<file path="config.mk">
export PLATFORM = sky130hd
export DESIGN_NAME = uart_tx_mmio
export DESIGN_NICKNAME = d
export VERILOG_FILES = /design/src/rtl/uart_tx_mmio_pkg.sv /design/src/rtl/uart_tx_mmio_sync_fifo.sv /design/src/rtl/uart_tx_mmio.sv
export SDC_FILE = /design/constraint.sdc
export NUM_CORES = 1
export LEC_CHECK = 0
export ABC_AREA = 1
export CAP_MARGIN = 20
export CORE_MARGIN = 8
export CORE_UTILIZATION = 58
export CTS_CLUSTER_DIAMETER = 30
export DETAILED_ROUTE_END_ITERATION = 10
export PLACE_DENSITY_LB_ADDON = 0.15
export REMOVE_ABC_BUFFERS = 1
export SLEW_MARGIN = 20
export SYNTH_ARGS = -nofsm -noshare
export SYNTH_HDL_FRONTEND = slang
export SYNTH_HIERARCHICAL = 1
export SYNTH_SLANG_ARGS = --single-unit
</file>
<file path="constraint.sdc">
create_clock -name clk -period 5 [get_ports clk]
set_input_delay 0.75 -clock clk [delete_from_list [all_inputs] [get_ports clk]]
set_output_delay 0.75 -clock clk [all_outputs]
set_load 0.01 [all_outputs]
</file>
<file path="src/rtl/uart_tx_mmio_pkg.sv">
// Shared definitions for the memory-mapped UART transmitter: register offsets,
// STATUS bit positions and framer state encodings.
package uart_tx_mmio_pkg;

    localparam int unsigned DATA_W = 8;

    localparam logic [1:0] OFF_TXDATA = 2'd0;
    localparam logic [1:0] OFF_STATUS = 2'd1;
    localparam logic [1:0] OFF_BAUD   = 2'd2;
    localparam logic [1:0] OFF_CTRL   = 2'd3;

    localparam int unsigned STAT_EMPTY    = 0;
    localparam int unsigned STAT_FULL     = 1;
    localparam int unsigned STAT_BUSY     = 2;
    localparam int unsigned STAT_OVERFLOW = 3;

    typedef enum logic [2:0] {
        ST_IDLE   = 3'd0,
        ST_START  = 3'd1,
        ST_DATA   = 3'd2,
        ST_PARITY = 3'd3,
        ST_STOP   = 3'd4
    } state_e;

endpackage

</file>
<file path="src/rtl/uart_tx_mmio_sync_fifo.sv">
// Single-clock FIFO with wrap-bit pointers; a push while full is accepted only
// when a pop retires the head in the same cycle.
module sync_fifo #(
    parameter int unsigned DEPTH = 8,
    parameter int unsigned WIDTH = 8
) (
    input  logic             clk,
    input  logic             rst_n,
    input  logic             push,
    input  logic             pop,
    input  logic [WIDTH-1:0] wdata,
    output logic [WIDTH-1:0] rdata,
    output logic             full,
    output logic             empty
);

    localparam int unsigned AW = $clog2(DEPTH);

    logic [AW:0]      wptr_q;
    logic [AW:0]      rptr_q;
    logic [WIDTH-1:0] mem [DEPTH];
    logic             do_push;
    logic             do_pop;

    assign empty   = (wptr_q == rptr_q);
    assign full    = (wptr_q[AW] != rptr_q[AW]) && (wptr_q[AW-1:0] == rptr_q[AW-1:0]);
    assign do_pop  = pop && !empty;
    assign do_push = push && (!full || do_pop);
    assign rdata   = mem[rptr_q[AW-1:0]];

    always_ff @(posedge clk or negedge rst_n) begin
        if (!rst_n) begin
            wptr_q <= '0;
            rptr_q <= '0;
        end else begin
            if (do_push) wptr_q <= wptr_q + (AW+1)'(1);
            if (do_pop)  rptr_q <= rptr_q + (AW+1)'(1);
        end
    end

    // Storage needs no reset: emptiness is defined by the pointers alone.
    always_ff @(posedge clk) begin
        if (do_push) mem[wptr_q[AW-1:0]] <= wdata;
    end

endmodule

</file>
<file path="src/rtl/uart_tx_mmio.sv">
// Memory-mapped 8N1 UART transmitter: register file, TX FIFO and serial framer.
// Define UART_TX_PARITY_EN to add an optional even-parity bit (CTRL bit1).
module uart_tx_mmio
    import uart_tx_mmio_pkg::*;
#(
    parameter int unsigned FIFO_DEPTH  = 8,
    parameter int unsigned DEFAULT_DIV = 434,
    parameter int unsigned DIV_W       = 16
) (
    input  logic        clk,
    input  logic        rst_n,
    input  logic        sel,
    input  logic        mem_write,
    input  logic        mem_read,
    input  logic [31:0] addr,
    input  logic [31:0] wdata,
    output logic [31:0] rdata,
    output logic        uart_tx
);

    localparam int unsigned IDX_W = $clog2(DATA_W);

    logic [DIV_W-1:0]  baud_div_q;
    logic              tx_en_q;
    logic              overflow_q;
`ifdef UART_TX_PARITY_EN
    logic              parity_en_q;
    logic              par_q;
    logic              par_n;
`endif

    state_e            state_q;
    state_e            state_n;
    logic [DIV_W-1:0]  cnt_q;
    logic [DIV_W-1:0]  cnt_n;
    logic [IDX_W-1:0]  idx_q;
    logic [IDX_W-1:0]  idx_n;
    logic [DATA_W-1:0] shift_q;
    logic [DATA_W-1:0] shift_n;
    logic              tx_q;
    logic              tx_n;

    logic              wr_txdata;
    logic              wr_status;
    logic              wr_baud;
    logic              wr_ctrl;
    logic              pop;
    logic              fifo_full;
    logic              fifo_empty;
    logic [DATA_W-1:0] head;
    logic [DIV_W-1:0]  p_m1;
    logic              bit_end;
    logic              unused_bits;

    assign wr_txdata   = sel && mem_write && (addr[3:2] == OFF_TXDATA);
    assign wr_status   = sel && mem_write && (addr[3:2] == OFF_STATUS);
    assign wr_baud     = sel && mem_write && (addr[3:2] == OFF_BAUD);
    assign wr_ctrl     = sel && mem_write && (addr[3:2] == OFF_CTRL);
    assign pop         = (state_q == ST_IDLE) && tx_en_q && !fifo_empty;
    assign unused_bits = ^{addr[31:4], addr[1:0], wdata[31:DATA_W]};

    sync_fifo #(
        .DEPTH (FIFO_DEPTH),
        .WIDTH (DATA_W)
    ) u_fifo (
        .clk   (clk),
        .rst_n (rst_n),
        .push  (wr_txdata),
        .pop   (pop),
        .wdata (wdata[DATA_W-1:0]),
        .rdata (head),
        .full  (fifo_full),
        .empty (fifo_empty)
    );

    // A divider of 0 behaves as 1; comparing with >= lets a shrinking divider end the bit at once.
    assign p_m1    = (baud_div_q == '0) ? '0 : baud_div_q - DIV_W'(1);
    assign bit_end = (cnt_q >= p_m1);

    always_ff @(posedge clk or negedge rst_n) begin
        if (!rst_n) begin
            baud_div_q  <= DIV_W'(DEFAULT_DIV);
            tx_en_q     <= 1'b1;
            overflow_q  <= 1'b0;
`ifdef UART_TX_PARITY_EN
            parity_en_q <= 1'b0;
`endif
        end else begin
            if (wr_baud) baud_div_q <= wdata[DIV_W-1:0];
            if (wr_ctrl) begin
                tx_en_q     <= wdata[0];
`ifdef UART_TX_PARITY_EN
                parity_en_q <= wdata[1];
`endif
            end
            if (wr_txdata && fifo_full && !pop) begin
                overflow_q <= 1'b1;
            end else if (wr_status && wdata[STAT_OVERFLOW]) begin
                overflow_q <= 1'b0;
            end
        end
    end

    always_ff @(posedge clk or negedge rst_n) begin
        if (!rst_n) begin
            state_q <= ST_IDLE;
            cnt_q   <= '0;
            idx_q   <= '0;
            shift_q <= '0;
            tx_q    <= 1'b1;
`ifdef UART_TX_PARITY_EN
            par_q   <= 1'b0;
`endif
        end else begin
            state_q <= state_n;
            cnt_q   <= cnt_n;
            idx_q   <= idx_n;
            shift_q <= shift_n;
            tx_q    <= tx_n;
`ifdef UART_TX_PARITY_EN
            par_q   <= par_n;
`endif
        end
    end

    // Framer next state; the line level is computed from the next state so uart_tx is a flop.
    always_comb begin
        state_n = state_q;
        cnt_n   = cnt_q;
        idx_n   = idx_q;
        shift_n = shift_q;
        tx_n    = 1'b1;
`ifdef UART_TX_PARITY_EN
        par_n   = par_q;
`endif
        case (state_q)
            ST_IDLE: begin
                cnt_n = '0;
                if (pop) begin
                    shift_n = head;
                    idx_n   = '0;
                    state_n = ST_START;
`ifdef UART_TX_PARITY_EN
                    par_n   = ^head;
`endif
                end
            end
            ST_START: begin
                if (bit_end) begin
                    cnt_n   = '0;
                    state_n = ST_DATA;
                end else begin
                    cnt_n = cnt_q + DIV_W'(1);
                end
            end
            ST_DATA: begin
                if (bit_end) begin
                    cnt_n = '0;
                    if (idx_q == IDX_W'(DATA_W - 1)) begin
`ifdef UART_TX_PARITY_EN
                        state_n = parity_en_q ? ST_PARITY : ST_STOP;
`else
                        state_n = ST_STOP;
`endif
                    end else begin
                        idx_n   = idx_q + IDX_W'(1);
                        shift_n = shift_q >> 1;
                    end
                end else begin
                    cnt_n = cnt_q + DIV_W'(1);
                end
            end
`ifdef UART_TX_PARITY_EN
            ST_PARITY: begin
                if (bit_end) begin
                    cnt_n   = '0;
                    state_n = ST_STOP;
                end else begin
                    cnt_n = cnt_q + DIV_W'(1);
                end
            end
`endif
            ST_STOP: begin
                if (bit_end) begin
                    cnt_n   = '0;
                    state_n = ST_IDLE;
                end else begin
                    cnt_n = cnt_q + DIV_W'(1);
                end
            end
            default: begin
                cnt_n   = '0;
                state_n = ST_IDLE;
            end
        endcase

        case (state_n)
            ST_START:  tx_n = 1'b0;
            ST_DATA:   tx_n = shift_n[0];
`ifdef UART_TX_PARITY_EN
            ST_PARITY: tx_n = par_n;
`endif
            default:   tx_n = 1'b1;
        endcase
    end

    assign uart_tx = tx_q;

    // Load data is combinational so the core sees it in the same cycle as mem_read.
    always_comb begin
        rdata = '0;
        if (sel && mem_read) begin
            case (addr[3:2])
                OFF_STATUS: begin
                    rdata[STAT_EMPTY]    = fifo_empty;
                    rdata[STAT_FULL]     = fifo_full;
                    rdata[STAT_BUSY]     = (state_q != ST_IDLE);
                    rdata[STAT_OVERFLOW] = overflow_q;
                end
                OFF_BAUD: rdata = 32'(baud_div_q);
                OFF_CTRL: begin
                    rdata[0] = tx_en_q;
`ifdef UART_TX_PARITY_EN
                    rdata[1] = parity_en_q;
`endif
                end
                default: rdata = '0;
            endcase
        end
    end

endmodule

</file>
# Word level (Yosys, flattened, before mapping)
# Memories as Yosys holds them, arrays and structs flattened.
# Cells that the tools add are included.
totals:
  ram_bits: 64
  n_memories: 1
  register_bits: 57
  output_inout_bits: 33
  elab_cells: 85
mem_list:
  columns: ["memory", "words", "word_bits", "read_ports", "rd_clocked_by_memory_dff", "write_ports", "line", "text"]
  rows:
  - ["u_fifo.mem", 8, 8, 1, 0, 1, "uart_tx_mmio_sync_fifo.sv:21", "logic [WIDTH-1:0] mem [DEPTH];"]
classes:
  n_reduce_logical: 26
  mux: 26
  n_addsub: 5
  order_cmp: 1
  eq_ne: 15
op_table:
  columns: ["operator", "n"]
  rows:
  - ["$mux W16", 4]
  - ["$mux W3", 8]
  - ["$mux W8", 3]
  - ["$add A16 B1 Y16 const B", 1]
  - ["$ge A16 B16 Y1", 1]
  - ["$logic_not A16 Y1", 1]
  - ["$pmux W8 S2", 1]
  - ["$sub A16 B1 Y16 const B", 1]
  - ["$logic_and A1 B1 Y1", 14]
  - ["$mux W12", 1]
  - ["$pmux W3 S2", 2]
  - ["$pmux W3 S4", 1]
  - ["$add A4 B1 Y4 const B", 2]
  - ["$eq A3 B1 Y1 const B", 2]
  - ["$eq A3 B2 Y1 const B", 2]
  - ["$eq A3 B3 Y1 const B", 2]
  - ["$ne A2 B2 Y1 const B", 3]
  - ["$eq A2 B2 Y1 const B", 2]
  - ["$eq A4 B4 Y1", 1]
  - ["$mux W1", 4]
  - ["$reduce_and A4 Y1", 1]
  - ["$reduce_bool A2 Y1", 2]
  - ["$add A3 B1 Y3 const B", 1]
  - ["$eq A3 B3 Y1", 1]
  - ["10 further kinds", 12]

# Depth between registers and ports, before layout
depth:
  ltp_word: 8
  mapped_depth: 24
  mapped_depth_nobuf: 24

# Cells and area by module
# Netlist, hierarchy kept.
modules_own_cells:
  columns: ["mod", "area_each_um2", "instances", "cells_each"]
  rows:
  - ["uart_tx_mmio", 3437.0, 1, 459]
  - ["sync_fifo", 3027.9, 1, 261]

# Worst setup path after synthesis
# No wires, ideal clock.
synth_path:
  path_kind: "flip-flop to flip-flop"
  from: "reg baud_div_q[0]"
  to: "reg cnt_q[11]"
  path_buffers: 1
  arrival_ns: 2.598
  setup_slack_ns: 2.281
  path_stages_with_launch: 18
  setup_time_ns: 0.121
  required_ns: 4.879
  period_less_slack_ns: 2.719
  cell_sequence: "dfrtp_1 inv_1 ha_1 inv_1 nor2_2 inv_1 nor2_2 a31oi_1 or3_1 ha_1 nand2_1 nor3_1 nand2_1 nand2_4 inv_2 nand2_2 buf_2 nor2_1"
synth_between:
  elab_chain_cells: 5
  word_cells_on_any_way: 6
synth_rtl:
  columns: ["item", "line", "text"]
  rows:
  - ["start, declared", "uart_tx_mmio.sv:23", "logic [DIV_W-1:0] baud_div_q;"]
  - ["start signal, assigned", "uart_tx_mmio.sv:82", "baud_div_q <= DIV_W'(DEFAULT_DIV);"]
  - ["start signal, assigned", "uart_tx_mmio.sv:89", "if (wr_baud) baud_div_q <= wdata[DIV_W-1:0];"]
  - ["$sub A16 B1 Y16 / $logic_not A16 Y1 (equally long branches)", "uart_tx_mmio.sv:77", "assign p_m1 = (baud_div_q == '0) ? '0 : baud_div_q - DIV_W'(1);"]
  - ["$mux W16 *", "uart_tx_mmio.sv:77", null]
  - ["$ge A16 B16 Y1 *", "uart_tx_mmio.sv:78", "assign bit_end = (cnt_q >= p_m1);"]
  - ["$mux W16 *", "uart_tx_mmio.sv:149, uart_tx_mmio.sv:157, uart_tx_mmio.sv:184", null]
  - ["$mux W16 *", null, null]
  - ["net cnt_n[11]", "uart_tx_mmio.sv:35", "logic [DIV_W-1:0] cnt_n;"]
  - ["end signal, assigned", "uart_tx_mmio.sv:116", "cnt_q <= cnt_n;"]
  - ["end, declared", "uart_tx_mmio.sv:34", "logic [DIV_W-1:0] cnt_q;"]
# The timed path passes the listed nets; every way through them passes the cells marked *.
# A chain may end at the register's enable or synchronous reset.

# Final worst setup path
layout_path:
  from: "reg u_fifo.rptr_q[1]"
  to: "out rdata[0]"
layout_between:
  elab_chain_cells: 3
layout_rtl:
  columns: ["item", "line", "text"]
  rows:
  - ["start, declared", "uart_tx_mmio_sync_fifo.sv:20", "logic [AW:0] rptr_q;"]
  - ["start signal, assigned", "uart_tx_mmio_sync_fifo.sv:37", "if (do_pop) rptr_q <= rptr_q + (AW+1)'(1);"]
  - ["$eq A4 B4 Y1", "uart_tx_mmio_sync_fifo.sv:25", "assign empty = (wptr_q == rptr_q);"]
  - ["net fifo_empty", "uart_tx_mmio.sv:49", "logic fifo_empty;"]
  - ["$pmux W1 S3", "uart_tx_mmio.sv:213", "case (addr[3:2])"]
  - ["$mux W16", "uart_tx_mmio.sv:212", "if (sel && mem_read) begin"]
  - ["end, declared", "uart_tx_mmio.sv:17", "output logic [31:0] rdata,"]
# The timed path passes the listed nets, and every way through them passes these cells.

==> impl_metrics.env <==
export IMPL_vias=5055
export IMPL_post_cts_setup_buffer_count=0
export IMPL_fin_crit_ps=3910
export IMPL_synth_ff_type="edfxtp_1"
export IMPL_synth_xor_xnor_area_share_pct=1.90
export IMPL_ant_nets=0
export IMPL_wl_per_cell_um=15.7
export IMPL_wl_mm=14.4
export IMPL_drt_iter0_drc=492
export IMPL_clock_path_buffers=2
export IMPL_dieWidth_um=122
export IMPL_slowest_stage="clkdlybuf4s50_1"
export IMPL_drc=0
export IMPL_maxCapViolations=0
export IMPL_cts_resized=0
export IMPL_overflow=0
export IMPL_async_reset_ff_share_pct=47.1
export IMPL_cp_max_fo=21
export IMPL_final_cell_mix="136 x nand2_1, 100 x nor2_1, 77 x inv_1, 64 x edfxtp_1"
export IMPL_clk_pin_slew_ps=60
export IMPL_syn_cell_area_mm2=0.00646
export IMPL_start_kind="register"
export IMPL_worstHoldPathType="primary input to asynchronous set/reset pin"
export IMPL_ys_ff_latch=121
export IMPL_timing_final_crit_share_pct=78.3
export IMPL_final_common_cell="nand2_1"
export IMPL_ios=102
export IMPL_synth_compound_area_share_pct=9.19
export IMPL_htreeDepth=4
export IMPL_synth_adder_area_share_pct=5.42
export IMPL_hold_viol=0
export IMPL_portBuffers=39
export IMPL_die_y_um=122
export IMPL_power_density_mw_per_mm2=443
export IMPL_status="complete, no violations"
export IMPL_synth_edff_count=64
export IMPL_avgSynthCellArea_um2=8.98
export IMPL_slew_viol_final=0
export IMPL_path_cells="buf_4, inv_1, nand2_1, nand2_1, nor2_4, nand3_2, inv_1, nand2_1, o21ai_0, a21oi_1, or3_1, inv_1, clkdlybuf4s50_1"
export IMPL_cts_root_buf="clkbuf_8"
export IMPL_diodes=0
export IMPL_cts_tree="done"
export IMPL_clock_skew_ps=6.60
export IMPL_synthMuxAreaShare_pct=0.348
export IMPL_area_growth_pct=15.3
export IMPL_die_area_mm2=0.0148
export IMPL_rsz0062_at_grt="no"
export IMPL_numCtsBuffers=17
export IMPL_place_inst=883
export IMPL_grt_total_usage_pct=20.6
export IMPL_synthSimpleGateAreaFrac_pct=23.1
export IMPL_antenna_found_initial=0
export IMPL_synth_warnings=6
export IMPL_leakage_nw=3.27
export IMPL_rows=38
export IMPL_drt_first_pass_iters=5
export IMPL_drive_gt1_share_pct=10.1
export IMPL_crit_type="register to output pin"
export IMPL_fmax_ghz=0.255
export IMPL_fin_cells=915
export IMPL_worst_pin_slew_ps=937
export IMPL_fin_setup_tns_ps=0
export IMPL_viasPerCell=5.52
export IMPL_irDropWorstVdd_v=0.000299
export IMPL_initial_core_util_pct=59.6
export IMPL_synth_yosys_seq_area_share_pct=51.9
export IMPL_grt_pass1_vias=4988
export IMPL_grt_first_pass_wirelength_mm=24.2
export IMPL_critPathMaxStageDelay_ps=530
export IMPL_syn_inst=720
export IMPL_synth_cell_type_count=46
export IMPL_hold_ws_ps=359
export IMPL_worstSetupEndpointType="output pin"
export IMPL_setup_viol=0
export IMPL_crit_arrival_ps=3160
export IMPL_clock_latency_ps=530
export IMPL_dp_hpwl_mm=10.2
export IMPL_slew_headroom_pct=37.4
export IMPL_clock_sinks=121
export IMPL_core_area_mm2=0.0108
export IMPL_synth_top_family_by_area="simple AND/OR/NAND/NOR gates"
export IMPL_grt_max_degree=58
export IMPL_gp_congestion=0.901
export IMPL_fin_nets=859
export IMPL_worst_ep_required_time_ps=4250
export IMPL_cts_hold_buf=0
## state kept, by name (all words and copies together) (netlist names)
name,count
uart_tx,1
cnt_q,16
baud_div_q,16
u_fifo/rptr_q,4
u_fifo/wptr_q,4
state_q,3
overflow_q,1
tx_en_q,1
u_fifo/mem,64
idx_q,3
shift_q,8
## through the flow
step	util, %	setup WS, ps	instance area, um^2	power [mW]
after floorplan	-	2070	6310	1.89
final	68.7	1090	7450	3.30
after global routing	68.7	824	7450	3.51
after detailed placement	63.7	1300	6900	2.18
after global placement	63.7	1340	6900	2.13
after CTS	68.7	1080	7450	3.31
## cells by family (layout without fill, tap and decap cells)
group | after synthesis | after routing
AO/OA/AOI/OAI | 107 | 107
adder cells (fa/ha/maj) | 28 | 28
other | 1 | 16
flip-flops | 121 | 121
multiplexers | 2 | 2
XOR/XNOR | 14 | 14
buffers and inverters | 119 | 159
AND/OR/NAND/NOR | 328 | 328
## Yosys cell counts (3+ instances only)
cell	number	area share (%)
clkbuf_1	10	0.58
nand3_1	37	2.9
dfstp_2	7	2.8
edfxtp_1	64	30
xnor2_1	6	0.81
nand4_1	6	0.58
nor4_1	4	0.39
nand2_2	5	0.48
dfrtp_1	50	19
nor3_1	17	1.3
o22ai_1	17	1.6
xor2_1	8	1.1
a21oi_1	24	1.9
nor2_2	4	0.39
inv_2	7	0.41
nand2_1	136	7.9
nor2_4	3	0.52
o21ai_0	50	3.9
nand3_2	3	0.46
inv_1	77	4.5
ha_1	28	5.4
a31oi_1	3	0.29
nor2_1	100	5.8
buf_2	7	0.54
buf_4	16	1.9
o211ai_1	6	0.70
## path summary, 6_finish.rpt
path,startpoint,endpoint,slack (ps),depth (start not counted)
max,u_fifo/rptr_q[1],rdata[0],1090,13
min,rst_n,shift_q[5],360,2
max reg2reg,u_fifo/rptr_q[1],u_fifo/mem[6][6],1460,14
min reg2reg,cnt_q[0],cnt_q[0],480,1
max in group asynchronous,rst_n,baud_div_q[3],4130,2
min in group clk,cnt_q[0],cnt_q[0],480,1
## final cells by class
| class | instances | area (um^2) |
|---|---|---|
| flip-flops and latches | 121 | 3360 |
| well taps | 140 | 175 |
| multi-input cells | 495 | 2640 |
| inverters | 84 | 315 |
| fillers | 852 | 3390 |
| repair buffers | 43 | 415 |
| clock buffers | 18 | 428 |
| clock inverters | 14 | 120 |
## critical path: cells and delay by family, from the launching register on
| family | cells | cell delay (ps) |
|---|---|---|
| compound gates | 2 | 130 |
| buf+inv | 5 | 1260 |
| flops | 1 | 320 |
| simple gates | 6 | 920 |
## routing by layer
layer	track usage [%]	part of all wire (%)	vias up	routed length, um
met1	27.0	46	2398	6540
met4	8.87	2.1	0	304
li1	-	-	2464	-
met2	32.1	46	163	6660
met5	0	0	-	0
met3	5.00	6.0	30	855
## power by group
part | leakage, nW | internal [mW] | switching [mW]
Sequential | 1.29 | 1.17 | 0.121
Clock | 0.266 | 0.672 | 0.453
Combinational | 1.72 | 0.313 | 0.575
(Power assumes the default switching activity.)
